<file path="src/rtl/sram_1r1w_arbiter_if.sv">
// Requester-side bundle of the 1R1W SRAM controller:
// init control, two read ports and one write port.
interface sram_1r1w_arbiter_if #(
    parameter int ADDR_W = 10,
    parameter int DATA_W = 11
) ();

    logic              init_req;
    logic              init_busy;

    logic              rd0_req_valid;
    logic              rd0_req_ready;
    logic [ADDR_W-1:0] rd0_req_addr;
    logic              rd0_resp_valid;
    logic [DATA_W-1:0] rd0_resp_data;

    logic              rd1_req_valid;
    logic              rd1_req_ready;
    logic [ADDR_W-1:0] rd1_req_addr;
    logic              rd1_resp_valid;
    logic [DATA_W-1:0] rd1_resp_data;

    logic              wr_valid;
    logic              wr_ready;
    logic [ADDR_W-1:0] wr_addr;
    logic [DATA_W-1:0] wr_data;

    modport master (
        output init_req,
        input  init_busy,
        output rd0_req_valid,
        input  rd0_req_ready,
        output rd0_req_addr,
        input  rd0_resp_valid,
        input  rd0_resp_data,
        output rd1_req_valid,
        input  rd1_req_ready,
        output rd1_req_addr,
        input  rd1_resp_valid,
        input  rd1_resp_data,
        output wr_valid,
        input  wr_ready,
        output wr_addr,
        output wr_data
    );

    modport slave (
        input  init_req,
        output init_busy,
        input  rd0_req_valid,
        output rd0_req_ready,
        input  rd0_req_addr,
        output rd0_resp_valid,
        output rd0_resp_data,
        input  rd1_req_valid,
        output rd1_req_ready,
        input  rd1_req_addr,
        output rd1_resp_valid,
        output rd1_resp_data,
        input  wr_valid,
        output wr_ready,
        input  wr_addr,
        input  wr_data
    );

endinterface

</file>
<file path="src/rtl/sram_1r1w_arbiter.sv">
// Owner of a 1R1W SRAM macro: zero-fill sweep, round-robin
// sharing of the read port, write pass-through with RAW bypass.
module sram_1r1w_arbiter #(
    parameter int ADDR_W = 10,
    parameter int DATA_W = 11,
    parameter int DEPTH  = 1 << ADDR_W
) (
    input  logic              clock,
    input  logic              reset,
    sram_1r1w_arbiter_if.slave bus,
    output logic              mem_ren,
    output logic [ADDR_W-1:0] mem_raddr,
    input  logic [DATA_W-1:0] mem_rdata,
    output logic              mem_wen,
    output logic [ADDR_W-1:0] mem_waddr,
    output logic [DATA_W-1:0] mem_wdata
);

    localparam logic [0:0] ST_INIT = 1'b0;
    localparam logic [0:0] ST_RUN  = 1'b1;

    localparam logic [ADDR_W-1:0] SWEEP_LAST = ADDR_W'(DEPTH - 1);
    localparam logic [ADDR_W-1:0] SWEEP_ONE  = ADDR_W'(1);

    logic [0:0]        state;
    logic [ADDR_W-1:0] sweep;
    logic              run;
    logic              rr;

    logic              gnt0;
    logic              gnt1;
    logic              gnt_any;
    logic [ADDR_W-1:0] gnt_addr;
    logic              wr_fire;

    logic              resp_vld;
    logic              resp_idx;
    logic              byp_hit;
    logic [DATA_W-1:0] byp_data;
    logic [DATA_W-1:0] resp_data;

    assign run = (state == ST_RUN);

    // Round-robin grant; a lone requester always wins.
    always_comb begin
        gnt0     = run && bus.rd0_req_valid
                 && (!bus.rd1_req_valid || !rr);
        gnt1     = run && bus.rd1_req_valid
                 && (!bus.rd0_req_valid || rr);
        gnt_any  = gnt0 || gnt1;
        gnt_addr = gnt1 ? bus.rd1_req_addr
                        : bus.rd0_req_addr;
        wr_fire  = run && bus.wr_valid;
    end

    assign bus.rd0_req_ready = gnt0;
    assign bus.rd1_req_ready = gnt1;
    assign bus.wr_ready      = run;
    assign bus.init_busy     = !run;

    // Macro port muxing: sweep owns the write port during INIT.
    always_comb begin
        mem_ren   = gnt_any;
        mem_raddr = gnt_addr;
        mem_wen   = 1'b0;
        mem_waddr = '0;
        mem_wdata = '0;
        unique case (state)
            ST_INIT: begin
                mem_wen   = !reset;
                mem_waddr = sweep;
                mem_wdata = '0;
            end
            ST_RUN: begin
                mem_wen   = bus.wr_valid;
                mem_waddr = bus.wr_addr;
                mem_wdata = bus.wr_data;
            end
            default: begin
                mem_wen   = 1'b0;
                mem_waddr = '0;
                mem_wdata = '0;
            end
        endcase
    end

    // INIT/RUN control and sweep counter; the counter wraps
    // to 0 on the same edge that leaves INIT.
    always_ff @(posedge clock or posedge reset) begin
        if (reset) begin
            state <= ST_INIT;
            sweep <= '0;
        end else begin
            unique case (state)
                ST_INIT: begin
                    if (bus.init_req) begin
                        sweep <= '0;
                    end else begin
                        sweep <= sweep + SWEEP_ONE;
                        if (sweep == SWEEP_LAST) begin
                            state <= ST_RUN;
                        end
                    end
                end
                ST_RUN: begin
                    if (bus.init_req) begin
                        state <= ST_INIT;
                        sweep <= '0;
                    end
                end
                default: begin
                    state <= ST_INIT;
                    sweep <= '0;
                end
            endcase
        end
    end

    // Round-robin pointer moves away from the last winner.
    always_ff @(posedge clock or posedge reset) begin
        if (reset) begin
            rr <= 1'b0;
        end else if (gnt0) begin
            rr <= 1'b1;
        end else if (gnt1) begin
            rr <= 1'b0;
        end
    end

    // Response tag and same-address write bypass, captured
    // in the grant cycle to line up with macro read data.
    always_ff @(posedge clock or posedge reset) begin
        if (reset) begin
            resp_vld <= 1'b0;
            resp_idx <= 1'b0;
            byp_hit  <= 1'b0;
            byp_data <= '0;
        end else begin
            resp_vld <= gnt_any;
            resp_idx <= gnt1;
            byp_hit  <= gnt_any && wr_fire
                      && (bus.wr_addr == gnt_addr);
            byp_data <= bus.wr_data;
        end
    end

    assign resp_data = byp_hit ? byp_data : mem_rdata;

    assign bus.rd0_resp_valid = resp_vld && !resp_idx;
    assign bus.rd1_resp_valid = resp_vld && resp_idx;

    assign bus.rd0_resp_data = bus.rd0_resp_valid
                             ? resp_data : '0;
    assign bus.rd1_resp_data = bus.rd1_resp_valid
                             ? resp_data : '0;

endmodule

</file>
<file path="src/flat_wrapper.sv">
// flat-port wrapper written by rule: the top's interface ports become plain ports
module sram_1r1w_arbiter_flat 
#(
    parameter int ADDR_W = 10,
    parameter int DATA_W = 11,
    parameter int DEPTH  = 1 << ADDR_W
)
  (clock, reset, mem_ren, mem_raddr, mem_rdata, mem_wen, mem_waddr, mem_wdata, bus_init_req, bus_init_busy, bus_rd0_req_valid, bus_rd0_req_ready, bus_rd0_req_addr, bus_rd0_resp_valid, bus_rd0_resp_data, bus_rd1_req_valid, bus_rd1_req_ready, bus_rd1_req_addr, bus_rd1_resp_valid, bus_rd1_resp_data, bus_wr_valid, bus_wr_ready, bus_wr_addr, bus_wr_data);
  sram_1r1w_arbiter_if #(.ADDR_W(ADDR_W), .DATA_W(DATA_W)) bus_i ();
  input  logic clock;
  input  logic reset;
  output logic mem_ren;
  output logic [ADDR_W-1:0] mem_raddr;
  input  logic [DATA_W-1:0] mem_rdata;
  output logic mem_wen;
  output logic [ADDR_W-1:0] mem_waddr;
  output logic [DATA_W-1:0] mem_wdata;
  input wire logic [$bits(bus_i.init_req)-1:0] bus_init_req;
  output wire logic [$bits(bus_i.init_busy)-1:0] bus_init_busy;
  input wire logic [$bits(bus_i.rd0_req_valid)-1:0] bus_rd0_req_valid;
  output wire logic [$bits(bus_i.rd0_req_ready)-1:0] bus_rd0_req_ready;
  input wire logic [$bits(bus_i.rd0_req_addr)-1:0] bus_rd0_req_addr;
  output wire logic [$bits(bus_i.rd0_resp_valid)-1:0] bus_rd0_resp_valid;
  output wire logic [$bits(bus_i.rd0_resp_data)-1:0] bus_rd0_resp_data;
  input wire logic [$bits(bus_i.rd1_req_valid)-1:0] bus_rd1_req_valid;
  output wire logic [$bits(bus_i.rd1_req_ready)-1:0] bus_rd1_req_ready;
  input wire logic [$bits(bus_i.rd1_req_addr)-1:0] bus_rd1_req_addr;
  output wire logic [$bits(bus_i.rd1_resp_valid)-1:0] bus_rd1_resp_valid;
  output wire logic [$bits(bus_i.rd1_resp_data)-1:0] bus_rd1_resp_data;
  input wire logic [$bits(bus_i.wr_valid)-1:0] bus_wr_valid;
  output wire logic [$bits(bus_i.wr_ready)-1:0] bus_wr_ready;
  input wire logic [$bits(bus_i.wr_addr)-1:0] bus_wr_addr;
  input wire logic [$bits(bus_i.wr_data)-1:0] bus_wr_data;
  assign bus_i.init_req = bus_init_req;
  assign bus_init_busy = bus_i.init_busy;
  assign bus_i.rd0_req_valid = bus_rd0_req_valid;
  assign bus_rd0_req_ready = bus_i.rd0_req_ready;
  assign bus_i.rd0_req_addr = bus_rd0_req_addr;
  assign bus_rd0_resp_valid = bus_i.rd0_resp_valid;
  assign bus_rd0_resp_data = bus_i.rd0_resp_data;
  assign bus_i.rd1_req_valid = bus_rd1_req_valid;
  assign bus_rd1_req_ready = bus_i.rd1_req_ready;
  assign bus_i.rd1_req_addr = bus_rd1_req_addr;
  assign bus_rd1_resp_valid = bus_i.rd1_resp_valid;
  assign bus_rd1_resp_data = bus_i.rd1_resp_data;
  assign bus_i.wr_valid = bus_wr_valid;
  assign bus_wr_ready = bus_i.wr_ready;
  assign bus_i.wr_addr = bus_wr_addr;
  assign bus_i.wr_data = bus_wr_data;
  sram_1r1w_arbiter #(.ADDR_W(ADDR_W), .DATA_W(DATA_W), .DEPTH(DEPTH)) u_core (.clock(clock), .reset(reset), .bus(bus_i), .mem_ren(mem_ren), .mem_raddr(mem_raddr), .mem_rdata(mem_rdata), .mem_wen(mem_wen), .mem_waddr(mem_waddr), .mem_wdata(mem_wdata));
endmodule
</file>
<file path="config.mk">
export PLATFORM = sky130hd
export DESIGN_NAME = sram_1r1w_arbiter_flat
export DESIGN_NICKNAME = d
export VERILOG_FILES = /design/src/rtl/sram_1r1w_arbiter_if.sv /design/src/rtl/sram_1r1w_arbiter.sv /design/src/flat_wrapper.sv
export SDC_FILE = /design/constraint.sdc
export NUM_CORES = 1
export LEC_CHECK = 0
export ABC_CLOCK_PERIOD_IN_PS = 5000
export BUFFER_PORTS_ARGS = -buffer_cell sky130_fd_sc_hd__buf_2
export CORE_UTILIZATION = 40
export CTS_CLUSTER_SIZE = 30
export DETAILED_ROUTE_END_ITERATION = 10
export GPL_TIMING_DRIVEN = 0
export PLACE_DENSITY = 0.78
export SLEW_MARGIN = 40
export SYNTH_ARGS = -nofsm -noshare
export SYNTH_HDL_FRONTEND = slang
export SYNTH_SLANG_ARGS = --single-unit
</file>
<file path="constraint.sdc">
create_clock -name clock -period 5 [get_ports clock]
set_input_delay 1 -clock clock [delete_from_list [all_inputs] [get_ports clock]]
set_output_delay 1 -clock clock [all_outputs]
set_load 0.02 [all_outputs]
</file>
==> impl_metrics.env <==
export IMPL_synth_edff_count=0
export IMPL_cp_required_ps=4000
export IMPL_synthAdderAreaFrac_pct=0.735
export IMPL_antenna_left=0
export IMPL_path_max_fanout=11
export IMPL_yosys_area_share_simple_pct=21.2
export IMPL_grt_overflow=0
export IMPL_critPathArrivalTime_ps=2340
export IMPL_design_core_area_sq_mm=0.00406
export IMPL_initial_core_util_pct=42.0
export IMPL_drc=0
export IMPL_first_iter_violations=36
export IMPL_ios=119
export IMPL_syn_inst=184
export IMPL_synth_compound_area_share_pct=7.05
export IMPL_diodes=0
export IMPL_fin_tns_setup_ps=0
export IMPL_dp_hpwl_um=3660
export IMPL_pwr_share_clk_pct=30.2
export IMPL_finClkSkew_ps=2.76
export IMPL_switchingPower_mw=0.111
export IMPL_fp_dieArea_sq_mm=0.00452
export IMPL_syn_nets=243
export IMPL_yosys_area_top_type="dfrtp_1"
export IMPL_outcome="finished, final reports clean"
export IMPL_final_nets=366
export IMPL_netlist_area_sq_mm=0.00170
export IMPL_endpoint_kind="output pin"
export IMPL_p_seq_share_pct=50.9
export IMPL_syn_to_final_growth_pct=41.6
export IMPL_synth_common_cells="nor2_1 (34), dfrtp_1 (26), mux2_2 (17), mux2i_1 (12), and2_1 (11)"
export IMPL_power_total_mw=0.437
export IMPL_maxSlewHeadroom_pct=54.5
export IMPL_portBuffers=118
export IMPL_power_leakage_nw=1.33
export IMPL_ys_ff_latch=26
export IMPL_grt_pass1_wl_um=6650
export IMPL_finalCritPeriodShare_pct=66.8
export IMPL_dp_cells=352
export IMPL_avgRoutedWirePerCell_um=12.3
export IMPL_vdd_drop_max_v=0.000137
export IMPL_worst_pin_slew_ps=682
export IMPL_ys_warn_count=0
export IMPL_gp_congestion=0.769
export IMPL_synth_area_top_cells="dfrtp_1 (38%), mux2_2 (11%), nor2_1 (7.5%)"
export IMPL_cts_setup_buffers=0
export IMPL_synth_mux_area_share_pct=19.2
export IMPL_firstDrtPassIters=4
export IMPL_htree_levels=1
export IMPL_rrSetupSlack_ps=3100
export IMPL_grt_busiest_layer="met2"
export IMPL_power_internal_mw=0.327
export IMPL_drive_gt1_share_pct=48.0
export IMPL_grt_max_degree=28
export IMPL_worstSetupPathType="in2out"
export IMPL_fin_util_pct=59.4
export IMPL_min_from="u_core.rr"
export IMPL_rsz0062_at_grt="no"
export IMPL_cts_buffers_inserted=3
export IMPL_setup_viol=0
export IMPL_min_path_type="reg2reg"
export IMPL_root_buffer="clkbuf_8"
export IMPL_clk_pin_slew_ps=90
export IMPL_post_cts_resized=0
export IMPL_synthArstFlopShare_pct=100
export IMPL_grt_usage_pct=19.1
export IMPL_antenna_found_initial=0
export IMPL_grt_pass1_vias=1530
export IMPL_cp_start_kind="input pin"
export IMPL_clock_sinks=26
export IMPL_die_h_um=67.2
export IMPL_setup_slack_ps=1660
export IMPL_worst_hold_path_endpoint="u_core.rr"
export IMPL_fin_crit_ps=3340
export IMPL_synth_top_family_by_area="simple AND/OR/NAND/NOR gates"
export IMPL_power_density_mw_per_mm2=181
export IMPL_syn_avg_cell_area_sq_um=9.25
export IMPL_wl_um=4390
export IMPL_rows=23
export IMPL_rr_startpoint="u_core.bus.wr_ready"
export IMPL_p_comb_share_pct=18.9
export IMPL_vias=1726
export IMPL_ys_flop_type="dfrtp_1"
export IMPL_synth_top_area_share_pct=38.2
export IMPL_slew_viol_final=0
export IMPL_holdBufCountCts=0
export IMPL_yosysSeqAreaShare_pct=38.2
export IMPL_swShare_pct=25.3
export IMPL_clock_fmax_mhz=300
export IMPL_clk_latency_ps=260
export IMPL_reg2reg_to="u_core.byp_hit"
export IMPL_stdcell_count=356
export IMPL_synth_xor_xnor_area_share_pct=9.77
export IMPL_grt_util_met3_pct=2.03
export IMPL_cts_tree="yes"
export IMPL_cap_violations=0
export IMPL_hold_violations=0
export IMPL_synth_cell_types=36
export IMPL_yosysMostFrequentCell="nor2_1"
export IMPL_reg2reg_depth=5
export IMPL_met2_usage_pct=36.1
export IMPL_holdPathStages=1
export IMPL_cts_buffer_depth=2
export IMPL_fillCellCount=376
export IMPL_place_ws_ps=1660
export IMPL_via_per_inst=4.85
export IMPL_dieWidth_um=67.2
export IMPL_grt_use_met1_pct=23.6
worst max-delay path by stage:
stage | start | endpoint | slack [ps]
final | bus_rd1_req_valid | mem_raddr[2] | 1660
after global routing | bus_rd1_req_valid | mem_raddr[2] | 1550
after CTS | bus_rd1_req_valid | mem_raddr[2] | 1660
after detailed placement | bus_rd0_req_valid | mem_raddr[2] | 1660
after global placement | reset | mem_wen | 1660
after floorplan | bus_rd1_req_valid | mem_raddr[2] | 1950
metrics by stage:
stage          area [sq um]  hold slack, ps
2_1_floorplan          1700             523
3_3_place_gp           2360             547
4_1_cts                2410             582
5_1_grt                2410             610
6_report               2410             580
3_5_place_dp           2360             556
critical path, stage by stage:
cell and delay (ps):
buf_2 100, nand2_1 100, nor2_2 310, buf_2 310
mux2_2 360, buf_2 160
routing by layer:
layer / share of wire (%) / vias to the layer above / wire (um)
li1: - / 862 / -
met1: 44 / 798 / 1910
met2: 51 / 64 / 2220
met3: 5.5 / 2 / 243
met4: 0.16 / 0 / 7
met5: 0 / - / 0
kinds of logic (layout without fill, tap and decap cells):
group           count (synthesis)  count (layout)
compound gates                 19              19
xor+xnor                       19              19
fa+ha+maj                       1               1
buf+inv                        17             139
flops                          26              26
mux                            30              30
simple gates                   72              72
placed cells by master (no fill, tap or decap), drive strengths merged:
cell and count:
nand4b 1, mux2i 12, nor3 1, a2bb2oi 2, nor2b 3, nor2 35, a21oi 5, nand3 4
o21ai 6, dfrtp 26, o22ai 1, o31ai 1, or3b 1, or3 1, o221ai 1, nand4 1
a21o 1, xor2 10, clkbuf 8, nand2b 1, nor4 2, and3 4, and2 11, a221o 1
ha 1, xnor2 9, o211ai 1, inv 9, buf 122, mux2 18, nand2 7
power groups by stage:
stage / clock (mW) / combinational [mW] / sequential [mW]
CTS: 0.134 / 0.0832 / 0.223
finish: 0.132 / 0.0827 / 0.223
floorplan: 0 / 0.0427 / 0.225
global route: 0.143 / 0.0907 / 0.224
global placement: 0 / 0.0808 / 0.227
detailed placement: 0 / 0.0826 / 0.227
registers in the layout, summed over array words and instances (netlist names):
signal	count
u_core.bus.wr_ready	1
u_core.byp_data	11
u_core.byp_hit	1
u_core.resp_idx	1
u_core.resp_vld	1
u_core.rr	1
u_core.sweep	10
final cells by class:
cell class	instances	area (sq um)	share of cell area, %
well taps	50	62.6	2.59
inverters	9	33.8	1.40
flip-flops and latches	26	651	27.0
plain buffers	8	32.5	1.35
clock buffers	4	55.1	2.28
repair buffers	118	591	24.5
multi-input cells	141	986	40.9
No activity file was read; power rests on OpenSTA's default activity.
